==> config.mk <==
export PLATFORM = sky130hd
export DESIGN_NAME = fpu_issue_ctrl
export DESIGN_NICKNAME = d
export VERILOG_FILES = /design/src/rtl/fpu_ctrl_pkg.sv /design/src/rtl/fpu_fcsr.sv /design/src/rtl/fpu_issue_ctrl.sv
export SDC_FILE = /design/constraint.sdc
export NUM_CORES = 1
export LEC_CHECK = 0
export BUFFER_PORTS_ARGS = -buffer_cell sky130_fd_sc_hd__buf_2
export CORE_MARGIN = 8
export CORE_UTILIZATION = 25
export DETAILED_ROUTE_END_ITERATION = 10
export HOLD_SLACK_MARGIN = 0.15
export PLACE_DENSITY = 0.48
export SYNTH_ARGS = -nofsm -noshare
export SYNTH_HDL_FRONTEND = slang
export SYNTH_SLANG_ARGS = --single-unit
==> constraint.sdc <==
create_clock -name clk -period 5.6 [get_ports clk]
set_clock_uncertainty 0.05 [all_clocks]
set_input_delay 1.12 -clock clk [delete_from_list [all_inputs] [get_ports clk]]
set_output_delay 1.12 -clock clk [all_outputs]
set_load 0.01 [all_outputs]
==> src/rtl/fpu_ctrl_pkg.sv <==
// Shared types and constants for the core-side FPU issue controller.
// Holds the issue FSM encoding, rounding-mode constants, fflags layout and fcsr struct.
package fpu_ctrl_pkg;

  typedef enum logic [1:0] {
    ST_IDLE  = 2'd0,
    ST_ISSUE = 2'd1,
    ST_WAIT  = 2'd2,
    ST_DONE  = 2'd3
  } issue_state_t;

  localparam logic [2:0] FRM_DYN  = 3'b111;
  localparam logic [2:0] FRM_RSV5 = 3'b101;
  localparam logic [2:0] FRM_RSV6 = 3'b110;

  localparam int FLAG_NV = 4;
  localparam int FLAG_DZ = 3;
  localparam int FLAG_OF = 2;
  localparam int FLAG_UF = 1;
  localparam int FLAG_NX = 0;

  typedef struct packed {
    logic [2:0] frm;
    logic [4:0] fflags;
  } fcsr_t;

  // Dynamic rm (3'b111) in the instruction defers to fcsr.frm.
  function automatic logic [2:0] resolve_rm(input logic [2:0] instr_rm,
                                            input logic [2:0] dyn_rm);
    return (instr_rm == FRM_DYN) ? dyn_rm : instr_rm;
  endfunction

  // A resolved rm of 111 means fcsr.frm itself held the dynamic code.
  function automatic logic rm_is_reserved(input logic [2:0] rm);
    return (rm == FRM_RSV5) || (rm == FRM_RSV6) || (rm == FRM_DYN);
  endfunction

endpackage

==> src/rtl/fpu_fcsr.sv <==
// fcsr register: frm + sticky fflags, written by CSR access and OR-accumulated
// with FPU exception flags when an operation completes.
module fpu_fcsr
  import fpu_ctrl_pkg::*;
(
  input  logic       clk,
  input  logic       n_rst,
  input  logic       csr_wen,
  input  logic [7:0] csr_wdata,
  input  logic       acc_en,
  input  logic [4:0] acc_flags,
  output fcsr_t      fcsr
);

  fcsr_t      fcsr_nxt;
  logic [4:0] base_flags;
  logic [4:0] add_flags;

  // A CSR write replaces the sticky base, but flags completing in the same
  // cycle must still land on top of the written value.
  always_comb begin
    fcsr_nxt   = fcsr;
    base_flags = csr_wen ? csr_wdata[4:0] : fcsr.fflags;
    add_flags  = acc_en ? acc_flags : 5'b0;
    if (csr_wen) begin
      fcsr_nxt.frm = csr_wdata[7:5];
    end
    fcsr_nxt.fflags[FLAG_NV] = base_flags[FLAG_NV] | add_flags[FLAG_NV];
    fcsr_nxt.fflags[FLAG_DZ] = base_flags[FLAG_DZ] | add_flags[FLAG_DZ];
    fcsr_nxt.fflags[FLAG_OF] = base_flags[FLAG_OF] | add_flags[FLAG_OF];
    fcsr_nxt.fflags[FLAG_UF] = base_flags[FLAG_UF] | add_flags[FLAG_UF];
    fcsr_nxt.fflags[FLAG_NX] = base_flags[FLAG_NX] | add_flags[FLAG_NX];
  end

  always_ff @(posedge clk) begin
    if (!n_rst) begin
      fcsr <= '0;
    end else begin
      fcsr <= fcsr_nxt;
    end
  end

endmodule

==> src/rtl/fpu_issue_ctrl.sv <==
// Core-side FPU request initiator: issues one FP instruction at a time, stalls the
// core until the FPU responds or the wait times out, and owns the fcsr register.
module fpu_issue_ctrl
  import fpu_ctrl_pkg::*;
#(
  parameter int unsigned TIMEOUT_CYCLES = 64
) (
  input  logic        clk,
  input  logic        n_rst,
  input  logic        instr_valid,
  input  logic [7:0]  instr_funct7,
  input  logic [4:0]  instr_rs1,
  input  logic [4:0]  instr_rs2,
  input  logic [4:0]  instr_rd,
  input  logic [2:0]  instr_frm,
  input  logic        instr_load,
  input  logic        instr_store,
  input  logic [31:0] load_data,
  input  logic        csr_wen,
  input  logic [7:0]  csr_wdata,
  output logic        stall,
  output logic        wb_valid,
  output logic [4:0]  wb_rd,
  output logic [31:0] store_data,
  output logic        illegal_instr,
  output logic        fpu_timeout,
  output logic [7:0]  fcsr_out,
  output logic [4:0]  f_rs1,
  output logic [4:0]  f_rs2,
  output logic [4:0]  f_rd,
  output logic [2:0]  frm_in,
  output logic [7:0]  f_funct_7,
  output logic        f_LW,
  output logic        f_SW,
  output logic        f_wen,
  output logic [31:0] dload_ext,
  input  logic [31:0] FPU_all_out,
  input  logic [4:0]  f_flags,
  input  logic        f_ready
);

  localparam int unsigned CNT_W = $clog2(TIMEOUT_CYCLES + 1);
  localparam logic [CNT_W-1:0] WAIT_LAST = CNT_W'(TIMEOUT_CYCLES - 1);

  issue_state_t     state;
  issue_state_t     state_nxt;
  logic [CNT_W-1:0] wait_cnt;
  logic             illegal_q;
  logic             timeout_q;

  fcsr_t            fcsr;
  logic [2:0]       rm_res;
  logic             rm_bad;
  logic             accept;
  logic             reject;
  logic             wait_limit;
  logic             req_out_en;

  logic [7:0]       req_funct7;
  logic [4:0]       req_rs1;
  logic [4:0]       req_rs2;
  logic [4:0]       req_rd;
  logic [2:0]       req_rm;
  logic             req_load;
  logic             req_store;
  logic [31:0]      req_ldata;
  logic [31:0]      rsp_data;
  logic [4:0]       rsp_flags;

  assign rm_res     = resolve_rm(instr_frm, fcsr.frm);
  assign rm_bad     = rm_is_reserved(rm_res);
  assign accept     = (state == ST_IDLE) && instr_valid && !rm_bad;
  assign reject     = (state == ST_IDLE) && instr_valid && rm_bad;
  // Last WAIT cycle is the TIMEOUT_CYCLES-th; f_ready on it still completes.
  assign wait_limit = (wait_cnt == WAIT_LAST);

  always_comb begin
    state_nxt = state;
    case (state)
      ST_IDLE:  if (accept) state_nxt = ST_ISSUE;
      ST_ISSUE: state_nxt = ST_WAIT;
      ST_WAIT: begin
        if (f_ready) begin
          state_nxt = ST_DONE;
        end else if (wait_limit) begin
          state_nxt = ST_IDLE;
        end
      end
      ST_DONE:  state_nxt = ST_IDLE;
      default:  state_nxt = ST_IDLE;
    endcase
  end

  always_ff @(posedge clk) begin
    if (!n_rst) begin
      state     <= ST_IDLE;
      wait_cnt  <= '0;
      illegal_q <= 1'b0;
      timeout_q <= 1'b0;
    end else begin
      state     <= state_nxt;
      illegal_q <= reject;
      timeout_q <= (state == ST_WAIT) && !f_ready && wait_limit;
      if (state == ST_ISSUE) begin
        wait_cnt <= '0;
      end else if ((state == ST_WAIT) && !f_ready && !wait_limit) begin
        wait_cnt <= wait_cnt + 1'b1;
      end
    end
  end

  // Request and response payload; qualified by state, so no reset needed.
  always_ff @(posedge clk) begin
    if (accept) begin
      req_funct7 <= instr_funct7;
      req_rs1    <= instr_rs1;
      req_rs2    <= instr_rs2;
      req_rd     <= instr_rd;
      req_rm     <= rm_res;
      req_load   <= instr_load;
      req_store  <= instr_store;
      req_ldata  <= load_data;
    end
    if ((state == ST_WAIT) && f_ready) begin
      rsp_data  <= FPU_all_out;
      rsp_flags <= f_flags;
    end
  end

  fpu_fcsr u_fcsr (
    .clk       (clk),
    .n_rst     (n_rst),
    .csr_wen   (csr_wen),
    .csr_wdata (csr_wdata),
    .acc_en    (state == ST_DONE),
    .acc_flags (rsp_flags),
    .fcsr      (fcsr)
  );

  assign req_out_en = (state == ST_ISSUE) || (state == ST_WAIT);

  always_comb begin
    stall      = (state != ST_IDLE);
    wb_valid   = 1'b0;
    wb_rd      = 5'b0;
    store_data = 32'b0;
    f_rs1      = 5'b0;
    f_rs2      = 5'b0;
    f_rd       = 5'b0;
    frm_in     = 3'b0;
    f_funct_7  = 8'b0;
    f_LW       = 1'b0;
    f_SW       = 1'b0;
    f_wen      = 1'b0;
    dload_ext  = 32'b0;
    if (req_out_en) begin
      f_rs1     = req_rs1;
      f_rs2     = req_rs2;
      f_rd      = req_rd;
      frm_in    = req_rm;
      f_funct_7 = req_funct7;
      f_LW      = req_load;
      f_SW      = req_store;
      dload_ext = req_load ? req_ldata : 32'b0;
    end
    if (state == ST_ISSUE) begin
      f_wen = !req_store;
    end
    if (state == ST_DONE) begin
      wb_valid   = 1'b1;
      wb_rd      = req_rd;
      store_data = req_store ? rsp_data : 32'b0;
    end
  end

  assign illegal_instr = illegal_q;
  assign fpu_timeout   = timeout_q;
  assign fcsr_out      = fcsr;

endmodule

Yosys cells after proc, flatten, opt, wreduce, memory -nomap -nowiden
Cells that the tools add are included.
{"block": "classes", "bitwise_logic": 6, "eq_ne": 10, "n_addsub": 1, "mux": 21, "n_reduce_logical": 18}
{"op": "32-bit 2-to-1 mux", "n": 4}
{"op": "5-bit 2-to-1 mux", "n": 6}
{"op": "3-bit equality test, second input constant", "n": 4}
{"op": "8-bit 2-to-1 mux", "n": 1}
{"op": "2-bit one-hot mux with 4 select lines", "n": 1}
{"op": "7-bit by 1-bit adder with 7-bit output, second input constant", "n": 1}
{"op": "7-bit by 6-bit equality test with 1-bit output, second input constant", "n": 1}
{"op": "1-bit logical AND", "n": 7}
{"op": "2-bit 2-to-1 mux", "n": 3}
{"op": "3-bit 2-to-1 mux", "n": 2}
{"op": "1-bit bitwise OR", "n": 5}
{"op": "2-bit equality test, second input constant", "n": 2}
{"op": "1-bit logical NOT", "n": 4}
{"op": "1-bit 2-to-1 mux", "n": 4}
{"op": "1-bit logical OR", "n": 3}
{"op": "3-bit inequality test, second input constant", "n": 1}
{"op": "2-bit by 1-bit equality test with 1-bit output, second input constant", "n": 1}
{"op": "2-bit logical NOT", "n": 1}
{"op": "2-bit inequality test, second input constant", "n": 1}
{"op": "2-bit AND reduction", "n": 1}
{"op": "2-bit nonzero test", "n": 1}
{"op": "2-bit OR reduction", "n": 1}
{"op": "1-bit NOT", "n": 1}
{"block": "totals", "register_bits": 116, "input_bits": 110, "word_cells": 72, "output_inout_bits": 110}

Logic depth before layout (Yosys ltp)
{"block": "logic_depth", "word_depth": 9, "ltp_mapped": 6, "depth_no_buf": 6}

Modules after synthesis
Synthesis repeated with hierarchy kept, for this count alone.
{"block": "hier_totals", "cells_unflattened": 309, "hier_area_um2": 4533.1}
{"module": "fpu_issue_ctrl", "cells_each": 279, "area_each_um2": 4206.5, "seq_area_each_um2": 3133.0, "instances": 1}
{"module": "fpu_fcsr", "cells_each": 30, "area_each_um2": 326.6, "seq_area_each_um2": 160.2, "instances": 1}

Worst setup path after synthesis
OpenSTA, ideal clock, no wires.
{"block": "synth_timing", "path_kind": "input port to flip-flop", "from": "input instr_frm[0]", "to": "register req_funct7[0], enable pin", "cell_stages": 3, "path_buffers": 0, "path_slack_ns": 1.222, "required_ns": 5.071, "setup_ns": 0.479, "t_arrival_ns": 3.849, "cell_sequence": "o21ai_2 -> a31oi_1 -> nor2_1"}
{"block": "synth_via", "elab_chain_cells": 7, "word_cells_on_any_way": 9, "cone_classes": "eq/ne: 4; mux: 1; reduce/logical: 4"}
{"item": "start, declared", "line": "fpu_issue_ctrl.sv:15", "rtl": "input logic [2:0] instr_frm,"}
{"item": "3-bit equality test", "line": "fpu_ctrl_pkg.sv:30", "rtl": "return (instr_rm == FRM_DYN) ? dyn_rm : instr_rm;"}
{"item": "3-bit 2-to-1 mux (*)", "line": "fpu_ctrl_pkg.sv:30"}
{"item": "3-bit equality test", "line": "fpu_ctrl_pkg.sv:35", "rtl": "return (rm == FRM_RSV5) || (rm == FRM_RSV6) || (rm == FRM_DYN);"}
{"item": "1-bit logical OR", "line": "fpu_ctrl_pkg.sv:35"}
{"item": "1-bit logical OR (*)", "line": "fpu_ctrl_pkg.sv:35"}
{"item": "1-bit logical NOT (*)", "line": "fpu_issue_ctrl.sv:72", "rtl": "assign accept = (state == ST_IDLE) && instr_valid && !rm_bad;"}
{"item": "1-bit logical AND (*)", "line": "fpu_issue_ctrl.sv:72"}
{"item": "named net accept", "line": "fpu_issue_ctrl.sv:54", "rtl": "logic accept;"}
{"item": "end signal, assigned", "line": "fpu_issue_ctrl.sv:115", "rtl": "req_funct7 <= instr_funct7;"}
{"item": "end, declared", "line": "fpu_issue_ctrl.sv:59", "rtl": "logic [7:0] req_funct7;"}
The timed path passes the listed nets; every way through them passes the cells marked *.
A chain may end at the register's enable or synchronous reset.

Worst setup path in the final report
{"block": "layout_timing", "from": "register state[0]", "to": "output dload_ext[26]"}
{"block": "layout_via", "elab_chain_cells": 3, "word_cells_on_any_way": 4, "cone_classes": "eq/ne: 2; mux: 1; reduce/logical: 1"}
{"item": "start, declared", "line": "fpu_issue_ctrl.sv:45", "rtl": "issue_state_t state;"}
{"item": "start signal, assigned", "line": "fpu_issue_ctrl.sv:101", "rtl": "state <= state_nxt;"}
{"item": "2-bit by 1-bit equality test with 1-bit output or 2-bit equality test (tied branches)", "line": "fpu_issue_ctrl.sv:140", "rtl": "assign req_out_en = (state == ST_ISSUE) || (state == ST_WAIT);"}
{"item": "1-bit logical OR (*)", "line": "fpu_issue_ctrl.sv:140"}
{"item": "32-bit 2-to-1 mux (*)", "line": "fpu_issue_ctrl.sv:156", "rtl": "if (req_out_en) begin"}
{"item": "end, declared", "line": "fpu_issue_ctrl.sv:36", "rtl": "output logic [31:0] dload_ext,"}
Mark *: on every way between the ends. The rest lies on a longest branch, timed or not.

==> results.toml <==
[status]
status = "completed"

[sta]
max_freq_mhz = 283
relSlewSlack_pct = 37.0
fin_setup_tns_ps = 0
finalHoldViolations = 0
drv_slew = 0
tightest_slew_ps = 944
final.min_clock_period_ps = 3530
rsz0062_at_grt = "false"
finalSetupViolations = 0
fin_crit_sh_pct = 63.1
setup_ws_ps = 2070

[synthesis]
yosys.cell_types.count = 33
synthXorXnorAreaFrac_pct = 0.971
synth_top_family_by_area = "simple AND/OR/NAND/NOR gates"
synthesis.area_um2 = 4510
ys.flop_type = "edfxtp_1"
ys_async_sr_fraction_pct = 0
seq_area_frac_synth_pct = 73.0
synth_fa_ha_area_share_pct = 1.66
synthMuxAreaShare_pct = 2.00
synth_edf_count = 97
postSynthAreaPerCell_um2 = 14.6
synth_compound_area_share_pct = 3.19
ys_ff_latch = 116
syn_inst = 310
synth_most_common_cell = "edfxtp_1"
yosysWarnings = 0
ys_top_cells_by_count = "97 x edfxtp_1, 66 x and3_1, 35 x and2_1"
synth_top_area_share_pct = 64.6
netlist_top_cells_area = "edfxtp_1 65%, and3_1 9.2%, dfxtp_1 8.4%"
syn-num-nets = 426
synthSimpleGateAreaFrac_pct = 17.4
yosysTopAreaCell = "edfxtp_1"

[critical_path]
required_ps = 4430
path_class = "flip-flop to output pin"
worstPathMaxFanout = 34
cpMaxStageDelayCell = "ha_1"
crit_arrival_ps = 2360
max_stage_delay_ps = 710
critPathLaunchType = "flip-flop"
crit_path_cell_trace = "inv_1 -> ha_1 -> buf_4 -> and3_1 -> buf_2"
reg2reg_depth = 4
end_kind = "output pin"

[clock_tree]
hold_buffers = 0
cts-buffers-inserted = 17
cts_root_buf = "clkbuf_16"
tritoncts = "yes"
htreeDepth = 4
clkLatencyLatePin_ps = 400
clk_pin_slew_ps = 50
cts.sinks = 116
cts_resized = 0
post_cts_buffers = 0
clock_path_buffers = 2

[global_route]
grt_pass1_wl_mm = 19.9
grt_antenna_before_repair = 1
grt_max_degree = 61
grt-ovfl-total = 0
grt_pass1_vias = 3559
global_route.usage.total_pct = 11.8

[pwr]
power.share.combinational_pct = 24.0
swShare_pct = 29.6
p_switching_mw = 0.863
cellLeakagePower_nw = 3.08
power_density_nw_per_um2 = 452
power_frac_clock_pct = 37.2
p_seq_share_pct = 38.7
intPower_mw = 2.05
vdd_drop_max_v = 0.000210
p_total_mw = 2.92

[cells_and_area]
final_nets = 650
fin_area_um2 = 6450
layout-drive-gt1-share_pct = 46.8
post-route-util_pct = 36.2
syn_to_final_growth_pct = 43.1

[place]
post-place-ws_ps = 2450
port_buffers = 219
dpl-instance-area_um2 = 5860
place.gp.congestion = 0.762
dp_hpwl_mm = 10.2

[floorplanning]
fp.dieH_um = 150
rows = 49
pin_count = 220
start_util_pct = 25.3
core_um2 = 17800
die_x_um = 150
dieArea_um2 = 22600

[drt]
wl_met1_mm = 5.50
firstDrtPassIters = 4
routed_wl_mm = 13.7
met3_length_mm = 1.09
vias = 3272
top_layer_used = "met5"
dr_wl_met2_mm = 6.88
via_per_inst = 4.21
drtIter0Drc = 126
drcViolationCount = 0
antenna_left = 0
wl_per_cell_um = 17.6

[job]
maxCapViolCount = 0

[hold_path]
worstHoldPathType = "flip-flop to flip-flop"
hold_path_depth = 1
## critical path: cells and delay by family (launching register included)
family                   cells  cell delay (ps)
adder cells (fa/ha/maj)      1              710
buffers and inverters        3              640
flip-flops                   1              400
AND/OR/NAND/NOR              1              200
## final timing paths
kind / startpoint / to / slack (ps)
max: state[0]$_SDFFE_PN0P_ / dload_ext[26] / 2070
max reg2reg: u_fcsr.fcsr[5]$_SDFFE_PN0P_ / req_store$_DFFE_PP_ / 3630
min reg2reg: wait_cnt[6]$_SDFFE_PP0P_ / fpu_timeout$_SDFF_PN0_ / 410
min: wait_cnt[6]$_SDFFE_PP0P_ / fpu_timeout$_SDFF_PN0_ / 410
## power groups by stage
stage / Combinational [mW] / Clock, mW / Sequential, mW
2_1_floorplan: 0.409 / 0 / 1.13
3_3_place_gp: 0.711 / 0 / 1.14
3_5_place_dp: 0.720 / 0 / 1.15
4_1_cts: 0.723 / 1.12 / 1.13
5_1_grt: 0.777 / 1.15 / 1.14
6_report: 0.701 / 1.09 / 1.13
## layout make-up
class                           count  area [µm²]
Inverter                            4        15.0
Fill cell                        1795       11400
Antenna cell                        2        5.00
Timing Repair Buffer              222        1120
Sequential cell                   116        3290
Tap cell                          229         287
Multi-Input combinational cell    173        1150
Clock buffer                       19         433
Clock inverter                     13         158
## per-layer routing
layer	up-vias	GRT usage, %
li1	1596	-
met1	1542	12.8
met2	116	19.6
met3	16	5.83
met4	2	4.75
met5	-	0
## placed cells by master (no fill, tap or decap), types with 2 or more instances in the layout
master,Yosys,final
diode_2,0,2
buf_4,0,3
clkbuf_16,0,17
clkinv_2,0,3
nor2_1,11,10
dfxtp_1,19,19
o21ai_2,2,2
buf_2,1,219
mux2i_1,9,9
nand2_1,10,10
o2111ai_1,2,2
nand3_1,2,2
o21a_1,3,3
bufinv_16,0,3
clkinvlp_4,0,3
inv_1,3,3
clkinv_4,0,2
and2_1,35,34
nor2b_1,2,2
clkinv_1,1,2
ha_1,6,6
a21oi_1,6,6
xor2_1,5,5
clkbuf_1,16,2
and3_1,66,66
edfxtp_1,97,97
## per-stage QoR
step           instances  hold WS, ps
3_3_place_gp         744          383
5_1_grt              776          423
2_1_floorplan        310          356
6_report             778          406
4_1_cts              776          402
3_5_place_dp         744          391
## sequential cells by signal, summed over array words and instances, names as in the netlist, 2 cells and up
name / cells
req_rm: 3
rsp_data: 32
wait_cnt: 7
req_rs2: 5
req_rs1: 5
rsp_flags: 5
u_fcsr.fcsr: 8
req_funct7: 8
state: 2
req_rd: 5
req_ldata: 32
## cell families (layout without fill, tap and decap cells)
logic type / after synthesis / in the layout
buffers and inverters: 21 / 258
DFF: 116 / 116
muxes: 9 / 9
and+or+nand+nor: 133 / 133
adders and majority gates: 6 / 6
xor gates and xnor gates: 5 / 5
other: 0 / 2
AOI/OAI and AO/OA: 20 / 20
Power figures use the tool's default switching activity.
